**src/rtl/arb_pkg.sv**
```systemverilog
// Shared arbiter constants and the two-state arbiter FSM encoding.
package arb_pkg;
   localparam int ARB_N  = 8;
   localparam int ARB_IW = 3;

   typedef enum logic {
      IDLE = 1'b0,
      BUSY = 1'b1
   } arb_state_e;
endpackage

```
**src/rtl/rr_pick8.sv**
```systemverilog
// Combinational masked round-robin picker: first set req bit at or above ptr,
// wrapping to the lowest set bit when nothing at or above ptr is requesting.
module rr_pick8
   import arb_pkg::*;
(
   input  logic [ARB_N-1:0]  req,
   input  logic [ARB_IW-1:0] ptr,
   output logic [ARB_N-1:0]  win,
   output logic [ARB_IW-1:0] idx,
   output logic              any
);

   logic [ARB_N-1:0] w_mask;
   logic [ARB_N-1:0] w_hi;
   logic [ARB_N-1:0] w_sel;

   assign w_mask = {ARB_N{1'b1}} << ptr;
   assign w_hi   = req & w_mask;
   assign w_sel  = (|w_hi) ? w_hi : req;
   // Isolate the lowest set bit of the selected vector.
   assign win    = w_sel & (~w_sel + 1'b1);
   assign any    = |req;

   always_comb begin
      idx = '0;
      for (int i = 0; i < ARB_N; i++) begin
         if (win[i]) idx = ARB_IW'(i);
      end
   end

endmodule

```
**src/rtl/rr_arb8.sv**
```systemverilog
// 8-way round-robin arbiter with registered one-hot grant and binary grant_id.
// Define RR_ARB8_LOCK_EN to hold the grant across multi-beat packets until last.
module rr_arb8
   import arb_pkg::*;
#(
   parameter int PTR_INIT = 0
)(
   input  logic              clk,
   input  logic              nreset,
   input  logic [ARB_N-1:0]  req,
   input  logic [ARB_N-1:0]  last,
   input  logic              ready,
   output logic [ARB_N-1:0]  grant,
   output logic [ARB_IW-1:0] grant_id,
   output logic              valid
);

   localparam logic [ARB_IW-1:0] PTR_RST = ARB_IW'(PTR_INIT);

   arb_state_e        r_state;
   logic [ARB_N-1:0]  r_grant;
   logic [ARB_IW-1:0] r_gid;
   logic [ARB_IW-1:0] r_ptr;

   arb_state_e        w_state_nx;
   logic [ARB_N-1:0]  w_grant_nx;
   logic [ARB_IW-1:0] w_gid_nx;
   logic [ARB_IW-1:0] w_ptr_nx;

   logic [ARB_IW-1:0] w_gid_inc;
   logic [ARB_IW-1:0] w_pick_ptr;
   logic [ARB_N-1:0]  w_win;
   logic [ARB_IW-1:0] w_idx;
   logic              w_any;
   logic              w_valid;
   logic              w_last_ok;
   logic              w_rel;

   assign w_gid_inc  = r_gid + 3'd1;
   // While busy the picker already looks one past the current owner, so a
   // release can hand over in the very next cycle.
   assign w_pick_ptr = (r_state == BUSY) ? w_gid_inc : r_ptr;
   assign w_valid    = |(r_grant & req);

`ifdef RR_ARB8_LOCK_EN
   assign w_last_ok  = last[r_gid];
`else
   // last carries no meaning here; every transfer ends the grant.
   assign w_last_ok  = last[r_gid] | 1'b1;
`endif

   assign w_rel = (r_state == BUSY) &&
                  (!req[r_gid] || (w_valid && ready && w_last_ok));

   rr_pick8 u_pick (
      .req (req),
      .ptr (w_pick_ptr),
      .win (w_win),
      .idx (w_idx),
      .any (w_any)
   );

   always_comb begin
      w_state_nx = r_state;
      w_grant_nx = r_grant;
      w_gid_nx   = r_gid;
      w_ptr_nx   = r_ptr;
      case (r_state)
         IDLE: begin
            if (w_any) begin
               w_state_nx = BUSY;
               w_grant_nx = w_win;
               w_gid_nx   = w_idx;
            end
         end
         BUSY: begin
            if (w_rel) begin
               w_ptr_nx = w_gid_inc;
               if (w_any) begin
                  w_grant_nx = w_win;
                  w_gid_nx   = w_idx;
               end else begin
                  w_state_nx = IDLE;
                  w_grant_nx = '0;
                  w_gid_nx   = '0;
               end
            end
         end
         default: begin
            w_state_nx = IDLE;
            w_grant_nx = '0;
            w_gid_nx   = '0;
         end
      endcase
   end

   always_ff @(posedge clk) begin
      if (!nreset) begin
         r_state <= IDLE;
         r_grant <= '0;
         r_gid   <= '0;
         r_ptr   <= PTR_RST;
      end else begin
         r_state <= w_state_nx;
         r_grant <= w_grant_nx;
         r_gid   <= w_gid_nx;
         r_ptr   <= w_ptr_nx;
      end
   end

   assign grant    = r_grant;
   assign grant_id = r_gid;
   assign valid    = w_valid;

endmodule
```
**config.mk**
```make
export PLATFORM = sky130hd
export DESIGN_NAME = rr_arb8
export DESIGN_NICKNAME = d
export VERILOG_FILES = /design/src/rtl/arb_pkg.sv /design/src/rtl/rr_pick8.sv /design/src/rtl/rr_arb8.sv
export SDC_FILE = /design/constraint.sdc
export NUM_CORES = 1
export LEC_CHECK = 0
export ABC_AREA = 1
export CAP_MARGIN = 20
export CORE_UTILIZATION = 35
export CTS_CLUSTER_SIZE = 28
export DETAILED_ROUTE_END_ITERATION = 12
export GPL_ROUTABILITY_DRIVEN = 0
export GPL_TIMING_DRIVEN = 0
export PLACE_DENSITY = 0.6
export SYNTH_ARGS = -nofsm -noshare
export SYNTH_HDL_FRONTEND = slang
export SYNTH_SLANG_ARGS = --single-unit
export TNS_END_PERCENT = 1
```
**constraint.sdc**
```tcl
create_clock -name clk -period 1.82 [get_ports clk]
set_input_delay 0.364 -clock clk [delete_from_list [all_inputs] [get_ports clk]]
set_output_delay 0.364 -clock clk [all_outputs]
set_load 0.005 [all_outputs]
```
==> results.md <==
- Die area: 0.00357 mm²
- Top_reg_cell synth: dfxtp_1
- Part of the Yosys area used for sequential elements: 25.7%
- EDFF count, synth: 0
- Pin count of the biggest net entering global routing: 11
- Die width: about 60 µm
- Area Growth Syn to Fin: 48.0%
- Hold Vio Cnt, Final: 0
- Post-synth ARST share: 0%
- Number of I/O port buffers: 22
- Ports: 31
- Worst EP arrival: 2.32 ns
- Top-area cell type share of the netlist area: approximately a quarter
- CTS H-Tree Depth: 1
- Starting Density: 37.7%
- Achievable clock frequency: 479 MHz
- Library cells used by synthesis: 28
- Die Span Y: 59.8 µm
- Crit path kind: reg -> reg
- Syn Area/Cell: 6.09 µm²
- Max cap viols: 0
- Largest cells by area after synthesis: dfxtp_1, nand2_1, nand3_1, inv_1, nand2_2
- Initial antenna violation count: 0
- FP Rows: 20
- Wire per inst: 12.1 µm
- Routed vias/inst: 4.92
- Worst skew pair latency: 0.28 ns
- Initial DRC Count: 62
- Critical path endpoint category: register
- Detailed Routing Iterations Pass 1: 4
- Worst-path clk slew: 0.10 ns
- Worst setup SP type: register
- Syn_nets: 212
- Synth Register Bits: 15
- WL final: 3280 µm
- Yosys Warn Count: 0
- Global-route wire length before repair: 5580 µm
- Top-count cell post-synth: nand2_1
- Final nets: 247
- CTS Buffer Depth: 2
- # DRC: 0
- Vias: 1329
- Leak: ~0.76 nW
- Final Skew: between 0.005 and 0.006 ns
- Final Max Slew Viols: 0
- Critical Path RT: about 2.1 ns
- CTS tree: built
- Commonest cells post-synth: nand2_1, inv_1, nand3_1, dfxtp_1, nor2_1
- CTS Buf Count: 3
- Share of cells above drive strength 1: around a third
- Status: complete, but fails checks
- PD cells: between 800 and 900 mW/mm²
- VDD IR max: 0.000482 V
- Min-delay worst type: reg -> reg
- Antenna cells: 0
- Post-Syn Area: 0.00117 mm²
- GRT Util Overall: between 20 and 25%
- Inst Count DP: 258
- GRT overflow: 0
- Finished Cell Area: 0.00173 mm²
- Clock Sinks: 15
- Violated checks: setup timing
- Post-route ant nets: 0
- Setup ws final: -0.269 ns
- Post-layout util: 55.7%
- Worst hold slack: roughly 0.48 ns
- Unrepaired setup endpoints after global routing: true
- Final Cycle Share: 115%
- Area post-placement: ~0.0015 mm²
- Setup TNS: -1.59 ns
- Setup violations, final: 11
- Fin crit period: 2.09 ns
- Post-DP HPWL: 2520 µm
- CORE AREA: a little over 0.003 mm²
- DP Worst Slack: -0.680 ns
- Synth area leader: dfxtp_1
- Pwr Total: 1.41 mW
- Crit-path max FO: 7
- Syn Inst Count: 192
- Slew margin rel.: 64.3%
- Vias in the first global route: 1252
- Cell Count, Final, Fillers Out: 270
- Root Driver: clkbuf_4
- Worst slew pin tran: roughly 0.53 ns
==> cell type report <==
cell class	count	area [µm²]
buffer	4	37.5
clock buffer	3	22.5
clock inverter	1	5.00
fill	330	1370
inverter	24	90.1
multi-input combinational	149	938
sequential	15	308
tap	44	55.1
timing repair buffer	30	273
==> cell usage in the layout (no fill, tap or decap), types with 2 or more instances in the layout <==
| cell | count |
|---|---|
| inv_2 | 6 |
| a221oi_2 | 2 |
| o21ai_0 | 8 |
| inv_1 | 18 |
| dlygate4sd2_1 | 9 |
| a21oi_4 | 2 |
| o21ai_1 | 3 |
| or2_1 | 2 |
| nor2_1 | 10 |
| nand3_1 | 12 |
| nand3_4 | 2 |
| nor2_2 | 2 |
| clkdlybuf4s50_1 | 13 |
| a21oi_1 | 9 |
| nand2_4 | 5 |
| buf_6 | 4 |
| dfxtp_1 | 13 |
| nor2_4 | 7 |
| dfxtp_4 | 2 |
| a21oi_2 | 5 |
| nand2_1 | 45 |
| nand2_2 | 22 |
| clkbuf_4 | 3 |
| buf_4 | 7 |
| nand3_2 | 5 |
==> critical path: stages, from the launching register on <==
cell and delay [ns]:
dfxtp_4 0.37, ha_4 0.28, nand2_2 0.06, nand2_4 0.09, nand3_4 0.09, nor2_4 0.11, nor2_4 0.05, nor2_4 0.16
nand2_4 0.12, nand2_2 0.08, nand2_2 0.08, nand2_4 0.10, buf_4 0.10, o21ai_1 0.06, nand2_1 0.07, nand2_1 0.06
a21oi_2 0.12
==> report_power, final <==
group          leakage [nW]  total (mW)  internal (mW)  switching [mW]
combinational         0.618       0.801          0.346           0.455
clock                0.0177       0.196         0.0815           0.114
sequential            0.124       0.414          0.377          0.0371
==> sequential cells by signal (all words and copies together), names as in the netlist <==
signal,count
r_ptr,3
grant_id,3
grant,8
r_state,1
==> kinds of logic after synthesis <==
kind of cell / count (synthesis) / share of synthesized area (%)
buffers and inverters: 28 / 10.1
AOI/OAI and AO/OA: 34 / 17.2
and+or+nand+nor: 114 / 45.9
DFF: 15 / 25.7
adders and majority gates: 1 / 1.07
==> per-layer routing <==
layer	vias to the layer above	part of all wire [%]	track usage [%]
met4	0	1.6	8.64
met2	38	46	32.1
met3	6	5.2	3.25
met1	591	47	28.4
li1	694	-	-
met5	-	0	0
==> repair_timing <==
| item | CTS | global route |
|---|---|---|
| hold buffers | 0 | 0 |
| buffers inserted | 8 | 0 |
| resized for setup | 44 | 11 |
| setup endpoints to repair | 12 | 11 |
| pin swaps | 22 | 6 |
==> worst paths after layout <==
path | cells after the start | from | to | slack [ns]
max reg2reg | 16 | grant_id[0] | grant_id[2] | -0.27
min | 2 | r_ptr[1] | r_ptr[1] | 0.48
max | 16 | grant_id[0] | grant_id[2] | -0.27
min reg2reg | 2 | r_ptr[1] | r_ptr[1] | 0.48
No activity file was read; power rests on OpenSTA's default activity.
